--- src/rtl/arc4_pkg.sv ---
// Shared ARC4 types: byte-wide datapath, prga state encoding and memory depth.
package arc4_pkg;

    localparam int unsigned MEM_DEPTH = 256;
    localparam int unsigned ADDR_W    = $clog2(MEM_DEPTH);

    typedef logic [ADDR_W-1:0] byte_t;

    typedef enum logic [3:0] {
        StIdle,
        StRdLen,
        StWrLen,
        StRdSi,
        StRdSj,
        StSwapI,
        StSwapJ,
        StRdPad,
        StWrPt
    } prga_state_t;

endpackage

--- src/rtl/prga.sv ---
// ARC4 keystream generation and decrypt: reads length-prefixed ciphertext, permutes S in place,
// writes length-prefixed plaintext. Memories have one cycle of synchronous read latency.
module prga
    import arc4_pkg::*;
(
    input  logic       clk,
    input  logic       rst,
    input  logic       en,
    output logic       rdy,
    output logic [7:0] s_addr,
    input  logic [7:0] s_rddata,
    output logic [7:0] s_wrdata,
    output logic       s_wren,
    output logic [7:0] ct_addr,
    input  logic [7:0] ct_rddata,
    output logic [7:0] pt_addr,
    output logic [7:0] pt_wrdata,
    output logic       pt_wren
);

    prga_state_t state_q, state_d;
    byte_t       i_q, i_d;
    byte_t       j_q, j_d;
    byte_t       k_q, k_d;
    byte_t       len_q, len_d;
    byte_t       si_q, si_d;
    byte_t       sj_q, sj_d;
    byte_t       jn;

    always_comb begin
        state_d   = state_q;
        i_d       = i_q;
        j_d       = j_q;
        k_d       = k_q;
        len_d     = len_q;
        si_d      = si_q;
        sj_d      = sj_q;
        jn        = '0;
        rdy       = 1'b0;
        s_addr    = '0;
        s_wrdata  = '0;
        s_wren    = 1'b0;
        ct_addr   = '0;
        pt_addr   = '0;
        pt_wrdata = '0;
        pt_wren   = 1'b0;

        case (state_q)
            StIdle: begin
                rdy = 1'b1;
                if (en) begin
                    state_d = StRdLen;
                end
            end
            StRdLen: begin
                ct_addr = '0;
                state_d = StWrLen;
            end
            StWrLen: begin
                pt_addr   = '0;
                pt_wrdata = ct_rddata;
                pt_wren   = 1'b1;
                len_d     = ct_rddata;
                i_d       = 8'd1;
                j_d       = '0;
                k_d       = 8'd1;
                state_d   = (ct_rddata == '0) ? StIdle : StRdSi;
            end
            StRdSi: begin
                s_addr  = i_q;
                state_d = StRdSj;
            end
            StRdSj: begin
                // s_rddata holds S[i] from the previous cycle's read
                si_d    = s_rddata;
                jn      = j_q + s_rddata;
                s_addr  = jn;
                j_d     = jn;
                state_d = StSwapI;
            end
            StSwapI: begin
                sj_d     = s_rddata;
                s_addr   = i_q;
                s_wrdata = s_rddata;
                s_wren   = 1'b1;
                state_d  = StSwapJ;
            end
            StSwapJ: begin
                s_addr   = j_q;
                s_wrdata = si_q;
                s_wren   = 1'b1;
                state_d  = StRdPad;
            end
            StRdPad: begin
                s_addr  = si_q + sj_q;
                ct_addr = k_q;
                state_d = StWrPt;
            end
            StWrPt: begin
                pt_addr   = k_q;
                pt_wrdata = s_rddata ^ ct_rddata;
                pt_wren   = 1'b1;
                if (k_q == len_q) begin
                    state_d = StIdle;
                end else begin
                    k_d     = k_q + 8'd1;
                    i_d     = i_q + 8'd1;
                    state_d = StRdSi;
                end
            end
            default: begin
                state_d = StIdle;
            end
        endcase
    end

    always_ff @(posedge clk) begin
        if (rst) begin
            state_q <= StIdle;
            i_q     <= '0;
            j_q     <= '0;
            k_q     <= '0;
            len_q   <= '0;
            si_q    <= '0;
            sj_q    <= '0;
        end else begin
            state_q <= state_d;
            i_q     <= i_d;
            j_q     <= j_d;
            k_q     <= k_d;
            len_q   <= len_d;
            si_q    <= si_d;
            sj_q    <= sj_d;
        end
    end

endmodule
--- config.mk ---
export PLATFORM = sky130hd
export DESIGN_NAME = prga
export DESIGN_NICKNAME = d
export VERILOG_FILES = /design/src/rtl/arc4_pkg.sv /design/src/rtl/prga.sv
export SDC_FILE = /design/constraint.sdc
export NUM_CORES = 1
export LEC_CHECK = 0
export ABC_AREA = 1
export BUFFER_PORTS_ARGS = -buffer_cell sky130_fd_sc_hd__buf_2
export CAP_MARGIN = 20
export CORE_UTILIZATION = 40
export CTS_CLUSTER_DIAMETER = 60
export DETAILED_ROUTE_END_ITERATION = 10
export SLEW_MARGIN = 15
export SYNTH_ARGS = -nofsm -noshare
export SYNTH_HDL_FRONTEND = slang
export SYNTH_SLANG_ARGS = --single-unit
export TNS_END_PERCENT = 5
--- constraint.sdc ---
create_clock -name clk -period 1.9 [get_ports clk]
set_clock_uncertainty 0.2 [all_clocks]
set_input_delay 0.19 -clock clk [delete_from_list [all_inputs] [get_ports clk]]
set_output_delay 0.19 -clock clk [all_outputs]
set_load 0.005 [all_outputs]
### Word level (Yosys, flattened, before mapping)

Index checks and enable logic that the tools add are counted.

| operators by class | value |
|---|---|
| reduce and logical (&&, ||, !) cells | 8 |
| multiplexer cells | 17 |
| equal/unequal tests | 11 |
| add/sub/neg operators | 4 |
| bitwise gates (word level) | 1 |

Operator list:

| cell | number |
|---|---|
| 8-bit one-hot mux with 2 select lines | 5 |
| 4-bit one-hot mux with 9 select lines | 1 |
| 8-bit 2-to-1 mux | 4 |
| 8-bit one-hot mux with 4 select lines | 1 |
| 8-bit by 1-bit adder with 8-bit output (second input constant) | 2 |
| 8-bit adder | 2 |
| 4-bit by 3-bit equality test with 1-bit output (second input constant) | 4 |
| 4-bit by 2-bit equality test with 1-bit output (second input constant) | 2 |
| 8-bit equality test | 1 |
| 8-bit logical NOT | 1 |
| 8-bit XOR | 1 |
| 2-bit OR reduction | 3 |
| 4-bit by 1-bit equality test with 1-bit output (second input constant) | 1 |
| 4-bit equality test (second input constant) | 1 |
| 4-bit logical NOT | 1 |
| 2-bit 2-to-1 mux | 2 |
| 4-bit 2-to-1 mux | 1 |
| 2-bit inequality test (second input constant) | 2 |
| 2-bit nonzero test | 2 |
| 1-bit 2-to-1 mux | 3 |
| 2-bit AND reduction | 1 |

| word-level totals | value |
|---|---|
| output and inout bits | 43 |
| logic and storage cells | 48 |
| register bits | 52 |

### Depth between registers and ports, before layout

Gate-level depths: netlist of the first run.

| logic depth | value |
|---|---|
| word-level depth | 3 |
| mapped depth | 11 |

### Worst setup path before layout of the first run

No wires, ideal clock.

| path | value |
|---|---|
| kind | register to output |
| start | register j_q[0] |
| end | output port s_addr[4] |
| stages on the path, launching flop included | 8 |
| path buffers | 0 |
| data arrival time | 1,378 ps |
| required time | 1,510 ps |
| path slack | 132 ps |
| cell sequence | dfxtp_1 -> ha_1 -> fa_1 -> nand2_1 -> a21oi_1 -> o21ai_0 -> nand3_1 -> o211ai_1 |

| between the ends | value |
|---|---|
| cells in the longest elaborated chain, start to end | 2 |

RTL lines:

| item | line | RTL |
|---|---|---|
| start, declared | prga.sv:23 | `byte_t j_q, j_d;` |
| start signal, assigned | prga.sv:129 | `j_q <= j_d;` |
| 8-bit adder | prga.sv:76 | `jn = j_q + s_rddata;` |
| 8-bit one-hot mux with 4 select lines | prga.sv:48 | `case (state_q)` |
| end, declared | prga.sv:10 | `output logic [7:0] s_addr,` |

Every way passes these cells.

### Worst setup path after layout of the first run

| path | value |
|---|---|
| start | register si_q[0] |
| end | output port s_addr[6] |

| between the ends | value |
|---|---|
| cells in the longest elaborated chain, start to end | 2 |

RTL lines:

| item | line | RTL |
|---|---|---|
| start, declared | prga.sv:26 | `byte_t si_q, si_d;` |
| start signal, assigned | prga.sv:132 | `si_q <= si_d;` |
| 8-bit adder | prga.sv:95 | `s_addr = si_q + sj_q;` |
| 8-bit one-hot mux with 4 select lines | prga.sv:48 |  |

Every way passes these cells.

==> results of run 1 <==
## kinds of logic after synthesis
group	after synthesis	synth area share
flip-flops	52	0.303
buffers and inverters	75	0.0916
AND/OR/NAND/NOR	262	0.324
AO/OA/AOI/OAI	96	0.154
XOR/XNOR	23	0.0585
adder cells (fa/ha/maj)	18	0.0698
## routing by layer
metal  vias up  track usage  share of wire
met4         0       0.0732          0.020
met5         -            0              0
met3        18       0.0370          0.067
met1      1751        0.332           0.45
li1       1910            -              -
met2       137        0.431           0.47
## worst min-delay path, stage by stage
cell and delay, ns:
sky130_fd_sc_hd__buf_2 0.12, sky130_fd_sc_hd__nand2_1 0.11, sky130_fd_sc_hd__a21oi_1 0.07
## cells in the mapped netlist, types with 3 or more instances
| cell type | instances | area share |
|---|---|---|
| sky130_fd_sc_hd__nand2_1 | 133 | 0.15 |
| sky130_fd_sc_hd__nor2_1 | 64 | 0.070 |
| sky130_fd_sc_hd__dfxtp_1 | 52 | 0.30 |
| sky130_fd_sc_hd__a21oi_1 | 50 | 0.073 |
| sky130_fd_sc_hd__inv_1 | 49 | 0.053 |
| sky130_fd_sc_hd__nand3_1 | 36 | 0.052 |
| sky130_fd_sc_hd__o21ai_0 | 26 | 0.038 |
| sky130_fd_sc_hd__ha_1 | 16 | 0.058 |
| sky130_fd_sc_hd__xnor2_1 | 14 | 0.036 |
| sky130_fd_sc_hd__buf_2 | 9 | 0.013 |
| sky130_fd_sc_hd__xor2_1 | 9 | 0.023 |
| sky130_fd_sc_hd__nand4_1 | 8 | 0.015 |
| sky130_fd_sc_hd__clkbuf_1 | 7 | 0.0076 |
| sky130_fd_sc_hd__inv_2 | 7 | 0.0076 |
| sky130_fd_sc_hd__nor2_2 | 5 | 0.0091 |
| sky130_fd_sc_hd__nor3_1 | 5 | 0.0073 |
| sky130_fd_sc_hd__a21boi_0 | 4 | 0.0087 |
| sky130_fd_sc_hd__a22oi_1 | 4 | 0.0087 |
| sky130_fd_sc_hd__buf_6 | 3 | 0.0098 |
| sky130_fd_sc_hd__nand2_2 | 3 | 0.0055 |
| sky130_fd_sc_hd__o211ai_1 | 3 | 0.0065 |
| sky130_fd_sc_hd__o22ai_1 | 3 | 0.0055 |
## registers in the layout (all words and copies together), names as in the netlist
register / cells
j_q: 8
k_q: 8
i_q: 8
state_q: 4
si_q: 8
len_q: 8
sj_q: 8
## final cells by class
cell class	instances	area (um2)	share of cell area
repair buffers	117	771	0.168
multi-input cells	399	2300	0.501
clock inverters	3	46.3	0.0101
clock buffers	5	68.8	0.0150
flip-flops and latches	52	1060	0.231
inverters	56	210	0.0458
well taps	105	131	0.0286
## power groups by stage
| stage | sequential, mW | combinational, mW | clock (mW) |
|---|---|---|---|
| 2_1_floorplan | 1.28 | 0.697 | 0 |
| 4_1_cts | 1.30 | 1.14 | 0.824 |
| 6_report | 1.30 | 1.19 | 0.809 |
| 3_3_place_gp | 1.31 | 1.09 | 0 |
| 5_1_grt | 1.32 | 1.33 | 0.863 |
| 3_5_place_dp | 1.31 | 1.09 | 0 |
## through the flow
stage                     std cells  power [mW]  setup TNS (ns)  setup slack [ns]
after floorplan                 526        1.98               0             0.132
after global placement          721        2.40          -0.685            -0.159
after detailed placement        721        2.40          -0.711            -0.169
after CTS                       736        3.27           -3.35            -0.390
after global routing            737        3.51           -5.65            -0.482
final                           737        3.30           -2.41            -0.376
## repair_timing
item | CTS | global route
hold buffers | 7 | 0
pin swaps | 9 | 10
hold endpoints to repair | 7 | 0
resized for setup | 28 | 39
setup endpoints to repair | 34 | 53
buffers inserted | 0 | 1
## how the worst min path moves through the flow
stage	from	to	slack [ns]	cells past startpoint
5_1_grt	ct_rddata[4]	len_q[4]	0.04	3
2_1_floorplan	s_rddata[0]	si_q[0]	0.12	2
3_5_place_dp	sj_q[4]	sj_q[4]	0.26	2
3_3_place_gp	sj_q[4]	sj_q[4]	0.26	2
4_1_cts	ct_rddata[4]	len_q[4]	0.02	3
6_report	ct_rddata[4]	len_q[4]	0.02	3
==> flow_results.org, run 1 <==
** Power and ir drop
- Of the total power, combinational logic draws 0.360.
- The analysis attributes to net switching a power of 1.23 mW.
- For this design the ratio of total power to cell area is 720 nW/um2.
- Internal power of the cells :: 2.07 mW
- Switching share of power :: 0.372
- The share of total power dissipated in the clock network is 0.245.
- Worst ir drop on vdd :: 0.329 mV
- P_leak :: 2.11 nW
- Part of the total power dissipated in sequential elements :: 0.395

** Placed design
- Summed over all nets, the half-perimeter wirelength after detailed placement is 8.22 mm.
- Final weighted congestion of routability-driven global placement :: 0.883
- Buffers placed on the I/O ports in this run total 61.
- The placed instances occupy a cell area of 4150 um2.

** Setup path
- Setup crit end kind :: output port
- Number of logic stages on the critical path including buffering :: 9
- Timing startpoint of the critical path :: si_q[0]
- Critical path launch point type :: flop
- Traced cell by cell, the critical path runs through ha_2 > inv_2 > fa_2 > inv_2 > nand4_1 > nand3_2 > nor2_1 > o211ai_1 > buf_2.
- R2R Path End :: j_q[4]
- Startpoint of the worst register-to-register path :: state_q[2]
- Worst path bufs/invs :: 3
- In this design, the critical path's most frequently occurring cell is sky130_fd_sc_hd__inv_2.
- Data on the critical path is required at its endpoint by 1.51 ns.
- Length in cells of the worst reg-to-reg path :: 8
- The largest single stage delay on the critical path is 0.35 ns.
- On the critical path the largest part of the delay comes from adder cells.
- The critical path ends at s_addr[6].
- Across all register-to-register paths, the minimum setup slack is 0.07 ns.
- Arrival time of the worst setup path :: 1.89 ns
- The slowest stage of the critical path is the sky130_fd_sc_hd__dfxtp_2 cell.
- CP Class :: reg2out
- Along the worst path, the maximum fanout reaches 3.

** Yosys
- The number of nets in the synthesized netlist is 563.
- Summing every instance area after synthesis gives 3440 um2.
- Synth Flop Type :: sky130_fd_sc_hd__dfxtp_1
- The share of the Yosys chip area taken by registers is 0.303.
- Synthesized instance count :: 526
- Yosys mapped a number of flops with a built-in enable equal to 0.
- For this run, the number of Yosys warnings is 0.
- After synthesis, the share of flip-flops with an asynchronous set or reset is 0.
- The number of different library cells used by synthesis comes to 33.
- Number of storage elements in the synthesis netlist :: 52
- The average instance in the mapped netlist occupies 6.54 um2.

** STA
- Max Slew Vio Count :: 0
- Final hold violations :: 0
- Setup repair after global routing could not meet its margin everywhere.
- Setup violators final :: 13
- At the pin with the least slew margin, the transition time is 0.481 ns.
- Final Critical Period :: 2.28 ns
- Slew margin rel. :: 0.679
- In the finished design, the share of the clock period the worst path needs comes to 1.20.
- After layout, the worst setup slack is -0.376 ns.
- On the final layout, the worst hold slack is 0.0190 ns.
- Static timing analysis puts the maximum clock frequency at 439 MHz.

** Final layout
- Final instance area :: 4590 um2
- Area growth from synthesis to layout :: 33.4%
- After filler insertion, the fill cell instance count of the layout stands at 820.
- Util after Layout :: 0.556
- The net count of the finished layout is 668.
- Share of post-route cells with drive strength above 1 :: 0.294
- Most common library cell in the layout ignoring fill and taps :: sky130_fd_sc_hd__nand2_1
- Number of antenna repair diodes :: 0
- Highest-count cells in the layout ignoring fill and taps :: sky130_fd_sc_hd__nand2_1, sky130_fd_sc_hd__nor2_1, sky130_fd_sc_hd__buf_2

** Clock network
- TritonCTS built the clock tree.
- # clock sinks :: 52
- The clock reaches the later pin of the worst-skew pair after 0.32 ns.
- Number of CTS-inserted buffers :: 5
- Level count of the clock H-tree :: 2
- Buffers from clock root to sink, at most :: 2
- Clock-pin slew was measured on the worst setup and hold paths at 0.11 ns.
- The cell sitting at the root of the clock tree is a sky130_fd_sc_hd__clkbuf_8.

** Global routing
- Vias in the first global route :: 3498
- Pin count of the biggest net entering global routing :: 41
- The total overflow left after global routing is 0.
- Number of antenna violations at the first check in global routing :: 0
- Wire length of the first global-routing pass :: 17.4 mm
- Combined global-route utilization of all metal layers :: 0.254

** Floorplan
- After floorplanning, the core was divided into 33 placement rows.
- For this configuration, the core starts out at a cell density of 0.417.
- During I/O placement, the number of pins put on the boundary was 62.
- The die is 94.7 um wide.
- The floorplan step defined a die boundary enclosing 8980 um2.
- Die boundary height :: 94.7 um
- The core region is 8260 um2.

** Drt
- In this run, the number of DRC markers left after iteration 0 of detailed routing was 201.
- Using the TritonRoute via totals, the vias-per-cell ratio works out to 5.18.
- For this run, the detailed router's first-pass iteration total came to 4.
- Wires add up to 11.0 mm.
- The count of nets left with antenna violations once routing finished came out at 0.
- In the final routed layout, each cell accounts on average for 14.9 um.
- After detailed routing, the number of remaining DRC violations is 0.
- The detailed router placed 3816 vias in this run.

** Outcome
- Violations in the final reports :: setup timing
- The run finished, with violations left.

** Flow run
- Max-cap violations in this run came to 0.

** Min path
- Min-delay worst type :: in2reg
No activity file was read; power rests on OpenSTA's default activity.
==> inputs of run 2 (changes only) <==
--- a/config.mk
+++ b/config.mk
@@ -11,6 +11,7 @@
 export CORE_UTILIZATION = 40
 export CTS_CLUSTER_DIAMETER = 60
 export DETAILED_ROUTE_END_ITERATION = 10
+export MAX_ROUTING_LAYER = met4
 export SLEW_MARGIN = 15
 export SYNTH_ARGS = -nofsm -noshare
 export SYNTH_HDL_FRONTEND = slang
==> run 2 against run 1 <==
Compared with the run above:
- the run still ends with setup timing left
- via count rose by 0.31%
- register-to-register slack barely moved
- critical path type unchanged
- highest routed layer unchanged
- non-clock buffer count did not move
- clock power barely moved
==> flow_results.org, run 2 (synthesized netlist as in run 1, its figures left out) <==
** Outcome
- The run finished, with violations left.
- The final reports fail on setup timing.

** Drt
- Number of iterations in the first detailed-routing pass :: 5
- Summing over every cut layer, the via total after detailed routing is 3828.
- In the final routed layout, each cell accounts on average for 15.0 um.
- Ratio of routed vias to standard cells :: 5.19
- Number of DRC markers in iteration 0 :: 236
- For this block, the routed nets add up to 11.0 mm of wire.
- For this run, design rule violations remaining after detail routing come to 0.
- Antenna violation net count after detailed routing :: 0

** Min path
- The path class of the tightest hold or removal check is in2reg.
- Hold_sp :: ct_rddata[4]

** STA
- The total count of max-transition violations in the final report came to 0.
- The worst pin sits at a relative slew slack of 0.683.
- Highest Clock Rate :: 440 MHz
- Final Critical Period :: 2.27 ns
- Transition time at the pin with the least slew margin :: 0.475 ns
- Setup violators final :: 13
- The count of final hold-check violations came to 0.
- Once routing completed, OpenROAD measured the worst setup slack at -0.374 ns.
- Setup repair after global routing missed its margin :: true
- Worst slack on hold paths :: 0.0239 ns
- Total Neg Setup Slack :: -2.44 ns
- Part of the cycle the worst path needs :: 1.20

** Global routing
- The first global-routing pass estimated 17.3 mm of wire.
- After global routing the overflow that remains totals 0.
- Combined global-route utilization of all metal layers :: 0.261
- The via count of the first global-routing pass was 3497.
- Entering global routing, the biggest net connects 41 pins.
- Number of antenna violations at the first check in global routing :: 0

** Floorplan
- From left edge to right edge, the die measures 94.7 um.
- Initial Util :: 0.417
- Total core area :: 8260 um2
- Cell Rows :: 33
- For this design the top-level I/O count stands at 62.
- Overall die area :: 8980 um2
- The die is 94.7 um tall.

** Flow run
- Across the run, the number of max-cap violations was 0.

** Power and ir drop
- Dividing total power by cell area gives a power density of 721 nW/um2.
- IR analysis of the VDD net gives a maximum drop of 0.329 mV.
- Summed over all cells, the static leakage comes to 2.09 nW.
- Total chip power :: 3.30 mW

** Setup path
- Timing startpoint of the critical path :: si_q[0]
- At the worst endpoint, the arrival time is 1.88 ns.
- In this design, the largest share of critical-path delay is due to adder cells.
- Required time of the critical path :: 1.51 ns
- Startpoint of the worst register-to-register path :: state_q[2]
- STA classifies the critical path endpoint as an output port.
- CP Class :: reg2out
- The worst setup path is launched from a flop.
- Slowest cell delay on critical path :: 0.34 ns
- Together, buffers and inverters on the worst path number 3.
- Largest fanout of any net on the critical path :: 3
- Sequence of cells on the critical path :: ha_2 > inv_2 > fa_2 > inv_2 > nand4_1 > nand3_2 > nor2_1 > o211ai_1 > buf_2
- Internal reg-to-reg setup slack :: 0.07 ns
- Among all stages on the critical path, the largest delay is contributed by sky130_fd_sc_hd__dfxtp_2.
- Cell occurring most often along the worst timing path :: sky130_fd_sc_hd__inv_2

** Clock network
- Number of CTS-inserted buffers :: 5
- Buffers from clock root to sink, at most :: 2
- CTS tree :: done
- Level count of the clock H-tree :: 2
- Clock latency of the later-clocked register in the worst-skew pair :: 0.32 ns
- After clock tree synthesis, the clock-pin slew on the worst setup and hold paths is 0.11 ns.
- Clock root buffer master :: sky130_fd_sc_hd__clkbuf_8
- # clock sinks :: 52

** Final layout
- Multi-input gate area :: 2300 um2
- Highest-count cells in the layout ignoring fill and taps :: sky130_fd_sc_hd__nand2_1, sky130_fd_sc_hd__nor2_1, sky130_fd_sc_hd__buf_2
- Registers take 1060 um2.
- The library cell used most frequently in the layout, excluding fill and tap cells, is sky130_fd_sc_hd__nand2_1.
- Number of nets in the final layout :: 668
- Area growth from synthesis to layout :: 33.3%
- The number of antenna diodes in the final layout is 0.
- Share of post-route cells with drive strength above 1 :: 0.296
- The filler cells instantiated in the layout total 822.

** Placed design
- HPWL after detailed placement :: 8.22 mm
- Port buffering added 61 buffers.
- Final weighted congestion of routability-driven global placement :: 0.898
run 2: changes by cell type in the layout (fill, tap and decap cells not counted):
cell,previous run,this run
sky130_fd_sc_hd__nand2_2,3,4
sky130_fd_sc_hd__dfxtp_2,10,11
sky130_fd_sc_hd__nand2_4,3,2
sky130_fd_sc_hd__dfxtp_1,40,39
run 2: timing repair:
action	4_1_cts	5_1_grt
setup buffers	0	1
gates resized for setup	28	39
hold endpoints to repair	7	0
setup endpoints to repair	34	53
hold buffers	7	0
pin swaps	9	10
run 2: path summary, 6_finish.rpt:
| kind | end | depth (start not counted) |
|---|---|---|
| worst max-delay path | s_addr[6] | 9 |
| worst min-delay path | len_q[4] | 3 |
| worst min register to register | sj_q[0] | 2 |
| worst max register to register | j_q[4] | 8 |
run 2: layer usage:
| metal | share of wire | up-vias | GRT usage |
|---|---|---|---|
| li1 | - | 1914 | - |
| met1 | 0.46 | 1774 | 0.333 |
| met2 | 0.47 | 127 | 0.429 |
| met3 | 0.053 | 13 | 0.0370 |
| met4 | 0.019 | 0 | 0.0732 |
| met5 | 0 | - | - |
run 2: layout make-up:
cell class | count | area share
Clock buffer | 5 | 0.0150
Timing Repair Buffer | 117 | 0.168
Sequential cell | 52 | 0.232
Inverter | 56 | 0.0458
Clock inverter | 3 | 0.0101
Multi-Input combinational cell | 399 | 0.501
Tap cell | 105 | 0.0286
run 2: tightest hold or removal path, stage by stage:
cell and delay (ns):
sky130_fd_sc_hd__buf_2 0.12, sky130_fd_sc_hd__nand2_1 0.12, sky130_fd_sc_hd__a21oi_1 0.08
run 2: power by group:
group	total, mW	internal (mW)	switching, mW	leakage [nW]
registers	1.31	1.20	0.102	0.427
clock network	0.809	0.398	0.412	0.0548
logic	1.19	0.473	0.716	1.61
total	3.30	2.07	1.23	2.09
run 2: through the flow:
step	setup slack, ns	utilization	std cells	area (um2)
6_report	-0.374	0.555	737	4590
4_1_cts	-0.390	0.533	736	4400
5_1_grt	-0.479	0.555	737	4590
3_3_place_gp	-0.159	0.502	721	4150
2_1_floorplan	0.132	-	526	3440
3_5_place_dp	-0.169	0.502	721	4150
